## config.mk

```make
export PLATFORM = sky130hd
export DESIGN_NAME = rr_arbiter32
export DESIGN_NICKNAME = d
export VERILOG_FILES = /design/src/rtl/rr_arbiter32.sv
export SDC_FILE = /design/constraint.sdc
export NUM_CORES = 1
export LEC_CHECK = 0
export BUFFER_PORTS_ARGS = -buffer_cell sky130_fd_sc_hd__buf_2
export CORE_MARGIN = 2
export CORE_UTILIZATION = 47
export CTS_CLUSTER_DIAMETER = 80
export DETAILED_ROUTE_END_ITERATION = 8
export HOLD_SLACK_MARGIN = 0.02
export PLACE_DENSITY_LB_ADDON = 0.12
export SYNTH_ARGS = -nofsm -noshare
export SYNTH_HDL_FRONTEND = slang
export SYNTH_SLANG_ARGS = --single-unit
```

## constraint.sdc

```tcl
create_clock -name iClk -period 5.4 [get_ports iClk]
set_clock_uncertainty 0.05 [all_clocks]
set_input_delay 0.81 -clock iClk [delete_from_list [all_inputs] [get_ports iClk]]
set_output_delay 0.81 -clock iClk [all_outputs]
set_load 0.01 [all_outputs]
```

## src/rtl/rr_arbiter32.sv

```systemverilog
// Round-robin arbiter sharing one resource among 32 requesters.
// Grants are registered and held until done, withdraw or an optional hold timeout.
module rr_arbiter32 #(
    parameter logic [15:0] TIMEOUT = 16'd255
) (
    input  logic        iClk,
    input  logic        iRst,
    input  logic [31:0] iReq,
    input  logic        iDone,
    output logic [31:0] oGrant,
    output logic [4:0]  oGrantIdx,
    output logic        oBusy,
    output logic        oTimeout
);

    typedef enum logic {
        ST_IDLE = 1'b0,
        ST_BUSY = 1'b1
    } state_t;

    localparam logic [15:0] TO_LAST = TIMEOUT - 16'd1;

    state_t      r_state, w_state_next;
    logic [4:0]  r_ptr, w_ptr_next;
    logic [15:0] r_cnt, w_cnt_next;
    logic [31:0] r_grant, w_grant_next;
    logic [4:0]  r_idx, w_idx_next;
    logic        r_busy, w_busy_next;
    logic        r_timeout, w_timeout_next;

    logic [31:0] w_rot;
    logic [4:0]  w_off;
    logic [4:0]  w_sel_idx;
    logic        w_release;

    // Requests rotated so that bit 0 is the current highest-priority requester.
    genvar gi;
    generate
        for (gi = 0; gi < 32; gi++) begin : g_rot
            logic [4:0] w_pos;
            assign w_pos     = r_ptr + 5'(gi);
            assign w_rot[gi] = iReq[w_pos];
        end
    endgenerate

    always_comb begin
        w_off = 5'd0;
        for (int i = 31; i >= 0; i--) begin
            if (w_rot[i]) begin
                w_off = 5'(i);
            end
        end
    end

    assign w_sel_idx = r_ptr + w_off;

    always_comb begin
        w_state_next   = r_state;
        w_ptr_next     = r_ptr;
        w_cnt_next     = r_cnt;
        w_grant_next   = r_grant;
        w_idx_next     = r_idx;
        w_busy_next    = r_busy;
        w_timeout_next = 1'b0;
        w_release      = 1'b0;

        case (r_state)
            ST_IDLE: begin
                if (|iReq) begin
                    w_state_next = ST_BUSY;
                    w_idx_next   = w_sel_idx;
                    w_grant_next = 32'd1 << w_sel_idx;
                    w_busy_next  = 1'b1;
                    w_cnt_next   = 16'd0;
                end
            end
            ST_BUSY: begin
                // Done outranks withdraw, which outranks timeout.
                if (iDone) begin
                    w_release = 1'b1;
                end else if (!iReq[r_idx]) begin
                    w_release = 1'b1;
                end else if ((TIMEOUT != 16'd0) && (r_cnt == TO_LAST)) begin
                    w_release      = 1'b1;
                    w_timeout_next = 1'b1;
                end else if (r_cnt != 16'hFFFF) begin
                    w_cnt_next = r_cnt + 16'd1;
                end

                if (w_release) begin
                    w_state_next = ST_IDLE;
                    w_grant_next = 32'd0;
                    w_busy_next  = 1'b0;
                    w_ptr_next   = r_idx + 5'd1;
                end
            end
            default: begin
                w_state_next = ST_IDLE;
            end
        endcase
    end

    always_ff @(posedge iClk) begin
        if (iRst) begin
            r_state   <= ST_IDLE;
            r_ptr     <= 5'd0;
            r_cnt     <= 16'd0;
            r_grant   <= 32'd0;
            r_idx     <= 5'd0;
            r_busy    <= 1'b0;
            r_timeout <= 1'b0;
        end else begin
            r_state   <= w_state_next;
            r_ptr     <= w_ptr_next;
            r_cnt     <= w_cnt_next;
            r_grant   <= w_grant_next;
            r_idx     <= w_idx_next;
            r_busy    <= w_busy_next;
            r_timeout <= w_timeout_next;
        end
    end

    assign oGrant    = r_grant;
    assign oGrantIdx = r_idx;
    assign oBusy     = r_busy;
    assign oTimeout  = r_timeout;

endmodule

```

==> flow_summary.toml <==
[timing]
slew_headroom = 0.161
fmax_ghz = 0.189
final_max_slew_viol_count = 0
final.min_clock_period_ns = 5.29
hold_viol = 0
min_period_over_period = 0.980
tightest_slew_ns = 1.26
setup_viol_count_final = 0

[clock_tree]
clock-sinks = 61
hold_buffers = 0
root_buffer = "clkbuf_16"
clkLatencyLatePin_ns = 0.33
cts_tree = "built"
cts_inserted_buffers = 9
cts_max_path_buffers = 2
clk_pin_slew_ns = 0.05
cts_max_level = 3

[routing]
ant_nets = 0
firstDrtPassIters = 5
vias_per_cell = 6.44
drcViolationCount = 0
finalWirelength_mm = 17.3
routedWlPerCell_um = 21.0
num_vias = 5321
drt_iter0_markers = 416

[worst_setup_path]
crit_path_start_kind = "flip-flop"
ff2ff_setup_slack_ns = 0.11
critPathRequiredTime_ns = 5.57
timing.rr.start = "r_ptr[0]"
arrival_ns = 5.46
cp-end-kind = "flip-flop"
startpoint = "r_ptr[0]"
r2r_end = "oGrant[30]"
worst-path-max-fanout = 8
rr_worst_depth = 20
crit_type = "flip-flop to flip-flop"

[logic_synthesis]
yosysWarningCount = 0
synth_ff_type = "dfxtp_1"
syn-mean-instance-area_um2 = 11.2
ys_ff_latch = 61
netlist_instances = 550
async_flop_share = 0
synth_edf_count = 0
synth_cell_types = 63
synth_nets = 606
synth.top_cells.by_area = "dfxtp_1, mux4_2, mux4_1"
synth_top_area_cell = "dfxtp_1"
yosysSeqAreaShare = 0.198
netlist_area_mm2 = 0.00618
netlist.area_leader.share = 0.198

[grt]
grt_pass1_wl_mm = 27.7
grt_max_degree = 40
track_usage = 0.246
antenna_found_initial = 0
gr-total-overflow = 0
grt_pass1_vias = 5071

[cells_and_area]
multi_input_area_mm2 = 0.00484
layout_commonest_cell = "buf_2"
layout.nets = 706
seqCellArea_mm2 = 0.00122
area_growth_pct = 20.1
final_cell_mix = "buf_2, dfxtp_1, mux4_2, nor2_1, buf_4"
drive_gt1_frac = 0.344
layout.cells.non_filler = 826
diodes = 0
fillers = 1105

[floorplanning]
core_mm2 = 0.0127
io_pins = 74
fp.dieH_um = 119
num_rows = 41
start_util = 0.486
die_w_um = 119
dieArea_mm2 = 0.0141

[power]
power_density_mw_per_mm2 = 499
p_total_uw = 3700
leakagePower_uw = 0.00296
vdd_ir_drop_max_uv = 196

[hold_path]
hold_class = "flip-flop to flip-flop"
hold_path_depth = 1
min_to = "oGrant[28]"
hp-start = "oGrant[28]"

[place]
dp_hpwl_mm = 13.2
dp.cells = 800
routabilityCongestion = 0.937
io_buffer_count = 73

[outcome]
status = "finished, final reports clean"

[run]
cap_violations = 0
worst max path at each step:
stage               slack [ns]  cells past startpoint    endpoint
finish                    0.11                     20  oGrant[30]
global route             -0.07                     20  oGrant[30]
CTS                      -0.14                     18  oGrant[31]
detailed placement       -0.15                     18  oGrant[27]
global placement         -0.03                     16  oGrant[30]
floorplan                 0.02                     22  oGrant[28]
routing by layer:
metal	routed length [um]	vias up	global-route usage	part of all wire
li1	-	2446	-	-
met1	7770	2679	0.343	0.45
met2	8500	178	0.408	0.49
met3	820	18	0.0338	0.047
met4	218	0	0.0573	0.013
met5	0	-	0	0
what timing repair did:
| item | 4_1_cts | 5_1_grt |
|---|---|---|
| pin swaps | 0 | 10 |
| gates cloned | 0 | 3 |
| endpoints found under the setup margin | 33 | 33 |
| gates resized for setup | 1 | 18 |
| buffers inserted | 0 | 8 |
registers in the layout, summed over array words and instances, names as in the netlist:
signal,flops
r_ptr,5
oGrant,32
oBusy,1
r_cnt,16
oGrantIdx,5
r_state,1
oTimeout,1
where the power goes:
group	internal, uW	total [uW]	switching, uW	leakage [uW]
sequential	495	570	75.0	0.000495
clock	316	507	191	0.000134
combinational	1270	2630	1350	0.00233
stage by stage:
stage	area [um2]	worst slack (ns)	hold WS [ns]	setup TNS (ns)	utilization
finish	7420	0.109	0.409	0	0.583
CTS	7180	-0.145	0.413	-4.37	0.565
floorplan	6210	0.0226	0.412	0	-
global route	7420	-0.0672	0.422	-0.928	0.583
global placement	6910	-0.0300	0.393	-0.391	0.543
detailed placement	6910	-0.148	0.401	-4.17	0.543
cell usage after synthesis, types with 7 or more instances:
library cell   n
a32o_1        31
a21oi_1       19
ha_1          20
mux4_2        45
mux2_2        11
mux4_1        38
nor2_1        48
nor4_1        11
nand3_1        8
clkbuf_1      14
inv_1         14
and3_1         7
dfxtp_1       61
nand2_1       33
mux2i_1       37
buf_1         10
xnor2_1       24
xor2_1        18
worst max-delay path, cell delays in order, from the launching register on:
cell and delay, ns:
dfxtp_2 0.35, inv_1 0.08, ha_4 0.29, buf_12 0.13
mux4_2 0.57, mux4_2 0.50, mux2_4 0.30, nand2b_1 0.15
or3b_2 0.48, a311oi_2 0.30, nor4_2 0.08, o31a_1 0.31
fa_2 0.36, inv_1 0.06, a21o_1 0.15, a21oi_4 0.08
xnor2_4 0.13, buf_4 0.18, xor2_4 0.20, buf_12 0.19
a32o_2 0.25
cell families after synthesis:
family | Yosys count | synth area share
flip-flops | 61 | 0.198
adder cells (fa/ha/maj) | 21 | 0.0438
multiplexers | 132 | 0.408
AO/OA/AOI/OAI | 96 | 0.127
buffers and inverters | 50 | 0.0389
XOR/XNOR | 45 | 0.0674
AND/OR/NAND/NOR | 145 | 0.117
layout make-up:
type                            instances  area share
Multi-Input combinational cell        440       0.652
Timing Repair Buffer                  122       0.110
Tap cell                              172      0.0290
Inverter                               16     0.00810
Clock buffer                           10      0.0322
Sequential cell                        61       0.165
Clock inverter                          5     0.00371
Power figures use the tool's default switching activity.
